[src/rtl/tetris_key_repeat.sv]
// Per-key press/auto-repeat pulse generator fed by keyboard_press_driver.
// Each watched scan code runs an independent IDLE/DELAY/REPEAT machine.
module tetris_key_repeat #(
    parameter int                     NUM_KEYS     = 4,
    parameter logic [8*NUM_KEYS-1:0]  KEY_CODES    = {8'h75, 8'h74, 8'h72, 8'h6b},
    parameter logic [NUM_KEYS-1:0]    REPEAT_EN    = 4'b0111,
    parameter int                     REPEAT_DELAY = 25_000_000,
    parameter int                     REPEAT_RATE  = 5_000_000,
    parameter int                     CNT_W        =
        $clog2((REPEAT_DELAY > REPEAT_RATE) ? REPEAT_DELAY : REPEAT_RATE) + 1
) (
    input  logic                clk,
    input  logic                reset,
    input  logic                valid,
    input  logic                makeBreak,
    input  logic [7:0]          outCode,
    input  logic                clear,
    output logic [NUM_KEYS-1:0] pressed,
    output logic [NUM_KEYS-1:0] held
);

    typedef enum logic [1:0] {
        IDLE   = 2'd0,
        DELAY  = 2'd1,
        REPEAT = 2'd2
    } state_e;

    localparam logic [CNT_W-1:0] DLY_LAST  = CNT_W'(REPEAT_DELAY - 1);
    localparam logic [CNT_W-1:0] RATE_LAST = CNT_W'(REPEAT_RATE - 1);

    state_e               state_q [NUM_KEYS];
    state_e               state_d [NUM_KEYS];
    logic [CNT_W-1:0]     cnt_q   [NUM_KEYS];
    logic [CNT_W-1:0]     cnt_d   [NUM_KEYS];
    logic [NUM_KEYS-1:0]  pressed_q, pressed_d;
    logic [NUM_KEYS-1:0]  held_q, held_d;
    logic [NUM_KEYS-1:0]  mk, brk;

    always_comb begin
        for (int i = 0; i < NUM_KEYS; i++) begin
            mk[i]        = valid && (outCode == KEY_CODES[8*i +: 8]) && makeBreak;
            brk[i]       = valid && (outCode == KEY_CODES[8*i +: 8]) && !makeBreak;
            state_d[i]   = state_q[i];
            cnt_d[i]     = cnt_q[i];
            pressed_d[i] = 1'b0;
            if (clear) begin
                state_d[i] = IDLE;
                cnt_d[i]   = '0;
            end else begin
                unique case (state_q[i])
                    IDLE: begin
                        if (mk[i]) begin
                            state_d[i]   = DELAY;
                            cnt_d[i]     = '0;
                            pressed_d[i] = 1'b1;
                        end
                    end
                    // Typematic makes from the keyboard are ignored while held.
                    DELAY: begin
                        if (brk[i]) begin
                            state_d[i] = IDLE;
                            cnt_d[i]   = '0;
                        end else if (cnt_q[i] == DLY_LAST) begin
                            if (REPEAT_EN[i]) begin
                                state_d[i]   = REPEAT;
                                cnt_d[i]     = '0;
                                pressed_d[i] = 1'b1;
                            end
                        end else begin
                            cnt_d[i] = cnt_q[i] + CNT_W'(1);
                        end
                    end
                    REPEAT: begin
                        if (brk[i]) begin
                            state_d[i] = IDLE;
                            cnt_d[i]   = '0;
                        end else if (cnt_q[i] == RATE_LAST) begin
                            cnt_d[i]     = '0;
                            pressed_d[i] = 1'b1;
                        end else begin
                            cnt_d[i] = cnt_q[i] + CNT_W'(1);
                        end
                    end
                    default: begin
                        state_d[i] = IDLE;
                        cnt_d[i]   = '0;
                    end
                endcase
            end
            held_d[i] = (state_d[i] != IDLE);
        end
    end

    always_ff @(posedge clk or posedge reset) begin
        if (reset) begin
            for (int i = 0; i < NUM_KEYS; i++) begin
                state_q[i] <= IDLE;
                cnt_q[i]   <= '0;
            end
            pressed_q <= '0;
            held_q    <= '0;
        end else begin
            for (int i = 0; i < NUM_KEYS; i++) begin
                state_q[i] <= state_d[i];
                cnt_q[i]   <= cnt_d[i];
            end
            pressed_q <= pressed_d;
            held_q    <= held_d;
        end
    end

    assign pressed = pressed_q;
    assign held    = held_q;

endmodule
[config.mk]
export PLATFORM = sky130hd
export DESIGN_NAME = tetris_key_repeat
export DESIGN_NICKNAME = d
export VERILOG_FILES = /design/src/rtl/tetris_key_repeat.sv
export SDC_FILE = /design/constraint.sdc
export NUM_CORES = 1
export LEC_CHECK = 0
export BUFFER_PORTS_ARGS = -buffer_cell sky130_fd_sc_hd__buf_4
export CAP_MARGIN = 0
export CORE_MARGIN = 1.5
export CORE_UTILIZATION = 40
export CTS_BUF_LIST = sky130_fd_sc_hd__clkbuf_4
export CTS_CLUSTER_DIAMETER = 30
export DETAILED_ROUTE_END_ITERATION = 6
export PLACE_DENSITY = 0.66
export SETUP_SLACK_MARGIN = 0.15
export SYNTH_ARGS = -nofsm -noshare
export SYNTH_HDL_FRONTEND = slang
export SYNTH_SLANG_ARGS = --single-unit
[constraint.sdc]
create_clock -name clk -period 3.7 [get_ports clk]
set_clock_uncertainty 0.15 [all_clocks]
set_input_delay 0.185 -clock clk [delete_from_list [all_inputs] [get_ports clk]]
set_output_delay 0.185 -clock clk [all_outputs]
set_load 0.02 [all_outputs]
Word level (Yosys, flattened, before mapping):

Cells that the tools add are included.

* output and inout port bits: 8
* input port bits: 13
* flip-flop bits (word level): 120
* logic and storage cells: 138

* $add $sub $neg: 4
* equality and inequality tests: 25
* muxes and demuxes: 76
* reductions and logical operators: 23

Operators by type and width (count)
* $mux W26: 24
* $pmux W26 S3: 4
* $add A26 B1 Y26 const B: 4
* $eq A26 B23 Y1 const B: 4
* $eq A26 B25 Y1 const B: 4
* $mux W2: 18
* $eq A8 B7 Y1 const B: 4
* $mux W1: 22
* $pmux W2 S3: 3
* $logic_and A1 B1 Y1: 12
* $ne A3 B3 Y1 const B: 4
* $pmux W1 S3: 3
* $eq A2 B1 Y1 const B: 4
* $eq A2 B2 Y1 const B: 4
* $logic_not A2 Y1: 4
* $reduce_bool A2 Y1: 4
* $ne A4 B4 Y1 const B: 1
* $pmux W2 S2: 1
* $pmux W1 S2: 1
* $reduce_and A2 Y1: 1
* $reduce_or A2 Y1: 1
* $logic_not A1 Y1: 1

Depth between registers and ports, before layout:

Gate-level depths: netlist (run 1).

* depth in word-level cells: 7
* gate-level depth with buffers: 9
* depth with buffers taken out: 8

Worst setup path after synthesis (run 1):

Ideal clock, no wire load.

* kind: reg2reg
* from: register cnt_q[52] (netlist name)
* to: register cnt_q[64] (netlist name)
* cell stages (with the launch flop): 10
* setup time: 0.121 ns
* clock period less this slack: 2.549 ns
* setup slack: 1.151 ns
* data arrival time: 2.278 ns
* buffers on the path: 2
* required time: 3.429 ns
* path through: dfrtp_1 > ha_1 > nand3_1 > or3_1 > o41ai_1 > a2111o_1 > and2_1 > clkbuf_1 > buf_2 > nor2_1

* longest elaborated chain between the ends: 5
* elaborated cells on any way between the ends: 9
* those cells by class: 1 x add/sub; 2 x eq/ne; 6 x mux

Ends and longest elaborated chain
* start: declaration: RTL line 33 `logic [CNT_W-1:0] cnt_q [NUM_KEYS];`
* start signal: indexed assignment: RTL line 105 `cnt_q[i] <= cnt_d[i];`
* $add A26 B1 Y26, or another cell as far along: RTL line 70, 81
* $mux W26 (on tied branches): RTL line 77, 63
* $mux W26 (on tied branches): RTL line 74, 60
* $pmux W26 S3 *: RTL line 50 `unique case (state_q[i])`
* $mux W26 *: RTL line 46 `if (clear) begin`

Every way passes the cells marked *; elsewhere a longest branch is shown, timed or not.
A chain may end at the register's enable or synchronous reset.

Final worst setup path (run 1):

* from: register cnt_q[52] (netlist name)
* to: register cnt_q[67] (netlist name)

Same word-level chain as after synthesis.

==> impl_metrics.yaml, run 1 <==
status:
  run_status: "finished, final reports clean"
floorplan:
  core_area_um2: 17200
  row_count: 48
  num_io_pins: 21
  start_util: 0.409
  die_area_um2: 18400
  die_h_um: 136
  die_w_um: 136
setup_path:
  crit_path_end_kind: "flip-flop"
  cp-start-kind: "flip-flop"
  worstSetupPathType: "reg -> reg"
  crit_arrival_ps: 3330
  cp_data_required_time_ps: 3970
  path_max_fanout: 14
power_and_ir_drop:
  power_mw: 2.33
  pwr-share-seq: 0.561
  p_comb_frac: 0.047
  pwr-share-clk: 0.391
  leakagePower_nw: 3.22
  p_sw_mw: 0.593
  ir_worst_vdd_uv: 191
  power.density_nw_per_um2: 298
  swShare: 0.254
  internal_power_mw: 1.74
detailed_routing:
  post-route-drc-count: 0
  firstDrtPassIters: 6
  drtIter0Drc: 468
  vias: 5894
  routed_wl_um: 15600
  postRouteAntennaNets: 0
  routed_via_density: 5.58
  routedWlPerCell_um: 14.8
global_routing:
  antenna_found_initial: 1
  grt_pass1_wl_um: 26400
  grt_max_degree: 77
  grt_pass1_vias: 5413
  grt_overflow: 0
  grtUsageTotal: 0.180
cts:
  path_clk_slew_ps: 110
  root_buffer: "clkbuf_4"
  clk_latency_ps: 550
  cts_resized: 0
  cts_made_buffers: 17
  cts_hold_buf: 10
  cts_num_sinks: 120
  cts-htree-levels: 4
  cts.path.max_buffers: 2
  cts_tree: "done"
  postCtsSetupRepairBufs: 0
sta:
  setup_violations: 0
  fin_tns_setup_ps: 0
  slew_violations: 0
  fmax_mhz: 327
  slew-limit-headroom: 0.369
  rsz0062_at_grt: "no"
  min_period_over_period: 0.828
  post-route-min-period_ps: 3060
  worst_slew_pin_slew_ps: 947
  hold_viol_final: 0
placement:
  io_buffers: 20
  gp_congestion: 0.821
  hpwl_um: 10700
cells_and_area:
  multi_input_area_um2: 3850
  layout-drive-gt1-share: 0.0855
  nFillCells: 1660
  area_growth_pct: 10.9
  nNetsFinal: 850
  seq_area_um2: 3000
yosys:
  ys.flop_type: "dfrtp_1"
  synth-edff-count: 0
  synth.top_cell.area_share: 0.426
  syn_inst: 785
  ys_top_cells_by_area: "dfrtp_1 (43%), xor2_1 (5.7%), nor2_1 (5.3%), nand3_1 (4.0%), nand2_1 (3.9%)"
  yosysWarningCount: 0
  synth_top_area_cell: "dfrtp_1"
  mappedNetlistNets: 818
  yosysSeqAreaShare: 0.426
  async_flop_share: 1.00
  synth.distinct_cells: 70
  postSynthAreaPerCell_um2: 8.98
  netlist_area_um2: 7050
  ys_ff_latch: 120
worst_hold_path:
  hold_class: "in -> reg"
flow_run:
  cap_viol_max_count: 0
-- worst max-delay path: stages (launching register included) --
cell and delay, ps:
dfrtp_1 420, ha_1 190, nand3_1 190, or3_1 470, o41ai_1 450, a2111o_1 440
and2_1 510, nor2_1 110
-- synth_stat cells, types with 7 or more instances --
library cell  number
or3_1              9
nor3_1            28
o21ai_0           37
xnor2_1           11
nand4_1           31
nor2b_1           12
nor4b_1            8
nor2_1           100
xor2_1            46
a22o_1            21
inv_1             28
nand3_1           56
nor3b_1            7
ha_1              20
and4_1            12
nor4_1            19
dfrtp_1          120
a21o_1             7
clkbuf_1          16
and3_1            15
a21oi_1           16
nand2_1           73
-- stage by stage --
| step | utilization | area, µm² | worst slack, ps | cells | hold slack (ps) |
|---|---|---|---|---|---|
| 2_1_floorplan | - | 7050 | 179 | 785 | 293 |
| 3_3_place_gp | 0.432 | 7450 | 765 | 1013 | 312 |
| 3_5_place_dp | 0.432 | 7450 | 680 | 1013 | 319 |
| 4_1_cts | 0.454 | 7820 | 644 | 1055 | 9.12 |
| 5_1_grt | 0.454 | 7820 | 359 | 1056 | 71.5 |
| 6_report | 0.454 | 7820 | 638 | 1056 | 48.1 |
-- path summary, 6_finish.rpt --
kind	startpoint	end	slack (ps)	cells after the start
max in group asynchronous	reset	cnt_q[27]$_DFFE_PP0P_	2430	4
min in group asynchronous	reset	held[3]$_DFF_PP0_	210	3
hold reg to reg	cnt_q[77]$_DFFE_PP0P_	cnt_q[77]$_DFFE_PP0P_	390	2
hold / removal	outCode[6]	state_q[6]$_DFF_PP0_	50	5
setup reg to reg	cnt_q[52]$_DFFE_PP0P_	cnt_q[67]$_DFFE_PP0P_	640	7
setup / recovery	cnt_q[52]$_DFFE_PP0P_	cnt_q[67]$_DFFE_PP0P_	640	7
-- cells by family after synthesis --
logic type	synth area share
buf+inv	0.0286
mux	0.00444
compound gates	0.127
flops	0.426
fa+ha+maj	0.0355
simple gates	0.308
xor+xnor	0.0708
-- power groups by stage --
stage,clock network (mW),logic (mW),registers (mW)
5_1_grt,1.01,0.125,1.31
6_report,0.914,0.110,1.31
2_1_floorplan,0,0.0654,1.34
3_5_place_dp,0,0.104,1.34
4_1_cts,0.949,0.112,1.31
3_3_place_gp,0,0.104,1.34
-- layout make-up --
class	instances	share of cell area
Multi-Input combinational cell	614	0.492
Sequential cell	120	0.384
Timing Repair Buffer	36	0.0393
Tap cell	225	0.0360
Clock buffer	18	0.0173
Clock inverter	14	0.0171
Inverter	28	0.0138
Antenna cell	1	0.000320
-- placed cells by master (no fill, tap or decap), types with 15 or more instances in the layout --
cell type and n:
a21oi_1 16, a22o_1 21, nor4_1 19, nor2_1 100, nor3_1 28, and3_1 15, clkbuf_4 18, buf_4 25
nand4_1 31, xor2_1 46, ha_1 20, nand3_1 56, nand2_1 73, dfrtp_1 120, inv_1 27, o21ai_0 37
-- state kept, by name, indices dropped and copies added, names as in the netlist --
signal and cells:
state_q 8, cnt_q 104, held 4, pressed 4
-- routing by layer --
metal / global-route usage / wire length (µm) / share of wire
met5: 0 / 0 / 0
met4: 0.0615 / 201 / 0.013
met3: 0.0423 / 493 / 0.032
met2: 0.276 / 7120 / 0.46
met1: 0.250 / 7810 / 0.50
Power figures use the tool's default switching activity.
==> run 2: changes to the inputs <==
==> constraint.sdc (replaced) <==
create_clock -name clk -period 2.45 [get_ports clk]
set_clock_uncertainty 0.15 [all_clocks]
set_input_delay 0.1225 -clock clk [delete_from_list [all_inputs] [get_ports clk]]
set_output_delay 0.1225 -clock clk [all_outputs]
set_load 0.02 [all_outputs]
==> run 2 against run 1 <==
Net effect:
- the flow now finishes with violations (setup timing)
- combinational power up 110%
- clock power up 41%
- global-route usage up 1.2 points
- non-clock buffer count up 83
- flip-flop and latch count unchanged
- critical path type unchanged
- largest power group unchanged
==> impl_metrics.yaml, run 2 (same netlist as run 1, synthesis figures left out) <==
cells_and_area:
  top_register: "cnt_q"
  mostFrequentLayoutCell: "dfrtp_1"
  layout-drive-gt1-share: 0.250
  largest_register_ff_count: 104
  final_cell_mix: "dfrtp_1 (120), buf_4 (85), nand2_1 (71)"
  reg_top3: "cnt_q: 104 flops, state_q: 8 flops"
  nNetsFinal: 933
  post-route-cell-area_um2: 9060
  nFillCells: 1550
  area_growth_pct: 28.5
worst_hold_path:
  hp-start: "outCode[6]"
  hold_class: "in -> reg"
floorplan:
  core_area_um2: 17200
  num_io_pins: 21
  die_w_um: 136
  start_util: 0.409
  die_h_um: 136
  die_area_um2: 18400
  row_count: 48
global_routing:
  grtUsageTotal: 0.193
  grt_pass1_vias: 6032
  grt_overflow: 0
  antenna_found_initial: 1
  grt_max_degree: 121
  grt_pass1_wl_um: 28400
power_and_ir_drop:
  power.density_nw_per_um2: 386
  leakagePower_nw: 3.75
  ir_worst_vdd_uv: 303
detailed_routing:
  routed.top_layer: "met4"
  postRouteAntennaNets: 0
  drtIter0Drc: 446
  firstDrtPassIters: 6
  met1Wirelength_um: 8070
  wl_met2_um: 8850
  routed_wl_um: 17800
  post-route-drc-count: 0
  routed_via_density: 5.59
  vias: 6377
  routedWlPerCell_um: 15.6
  wl_met3_um: 644
cts:
  cts_made_buffers: 17
  cts_num_sinks: 120
  clk_latency_ps: 540
  cts.path.max_buffers: 2
  root_buffer: "clkbuf_4"
  cts_tree: "done"
  cts-htree-levels: 4
  path_clk_slew_ps: 110
sta:
  worst_slew_pin_slew_ps: 655
  fin_ws_ps: -70.0
  fmax_mhz: 397
  slew-limit-headroom: 0.559
  setup_violations: 16
  min_period_over_period: 1.03
  rsz0062_at_grt: "yes"
  slew_violations: 0
  post-route-min-period_ps: 2520
  fin_tns_setup_ps: -521
  hold_viol_final: 0
setup_path:
  crit_path_end_kind: "flip-flop"
  r2r_slack_ps: -70
  r2r_start: "cnt_q[51]$_DFFE_PP0P_"
  worstSetupPathType: "reg -> reg"
  crit_arrival_ps: 2800
  reg2regPathDepth: 7
  path_max_fanout: 7
  cp_data_required_time_ps: 2730
  crit_start: "cnt_q[51]$_DFFE_PP0P_"
  cp-start-kind: "flip-flop"
  r2r-end: "cnt_q[31]$_DFFE_PP0P_"
  cp-endpoint: "cnt_q[31]$_DFFE_PP0P_"
placement:
  gp_congestion: 0.802
  hpwl_um: 11500
  io_buffers: 20
  pre_cts_ws_ps: -167
  placed_area_um2: 7960
flow_run:
  cap_viol_max_count: 0
status:
  run_status: "finished with violations"
  failed_checks: "setup timing"
-- run 2: cell types whose count changed in the layout (fill, tap and decap cells not counted), sizes merged --
cell / previous run / this run
clkinv: 8 / 6
clkbuf: 18 / 23
inv: 28 / 27
buf: 26 / 105
dlygate4sd3: 10 / 13
diode: 1 / 2
bufinv: 2 / 1
-- run 2: layout make-up --
class                           count  area, µm²  share of cell area
Multi-Input combinational cell    614       4290               0.474
Sequential cell                   120       3000               0.331
Timing Repair Buffer              119       1120               0.124
Tap cell                          225        282              0.0311
Clock buffer                       22        165              0.0182
Inverter                           28        109              0.0120
Clock inverter                     10       80.1             0.00884
Antenna cell                        2       5.00            0.000552
-- run 2: routing by layer --
metal / vias to the layer above / GRT usage
met1: 3114 / 0.248
met5: - / 0
met2: 134 / 0.325
li1: 3105 / -
met4: 0 / 0.0544
met3: 24 / 0.0408
-- run 2: report_power, final --
group / switching [mW] / internal (mW) / total [mW]
logic: 0.142 / 0.0877 / 0.230
clock network: 0.747 / 0.545 / 1.29
registers: 0.000147 / 1.98 / 1.98
-- run 2: worst min path at each step --
stage | to | slack [ps] | depth (start not counted)
2_1_floorplan | pressed[2]$_DFF_PP0_ | 230 | 2
3_3_place_gp | pressed[3]$_DFF_PP0_ | 230 | 3
3_5_place_dp | cnt_q[53]$_DFFE_PP0P_ | 230 | 3
4_1_cts | state_q[6]$_DFF_PP0_ | 9 | 5
5_1_grt | state_q[6]$_DFF_PP0_ | 40 | 5
6_report | state_q[6]$_DFF_PP0_ | 60 | 5
-- run 2: worst max-delay path, stage by stage, from the launching register on --
cell and delay, ps:
dfrtp_1 390, or4b_1 500, or4_4 470, o31ai_4 270, a211o_2 230, buf_12 120, o21ai_1 70, a22o_1 200
-- run 2: stage by stage --
| step | cells | util | total power, mW | hold slack, ps |
|---|---|---|---|---|
| after floorplan | 785 | - | 2.12 | 230 |
| after global placement | 1064 | 0.462 | 2.19 | 227 |
| after detailed placement | 1064 | 0.462 | 2.19 | 233 |
| after CTS | 1125 | 0.503 | 3.52 | 9.32 |
| after global routing | 1140 | 0.526 | 3.66 | 40.2 |
| final | 1140 | 0.526 | 3.50 | 59.4 |
-- run 2: timing repair --
action / in CTS / in global routing
setup endpoints to repair: 76 / 101
hold buffers: 13 / 0
cloned: 2 / 1
setup buffers: 14 / 12
endpoints found under the hold margin: 134 / 0
gates resized for setup: 53 / 78
pin swaps: 27 / 35
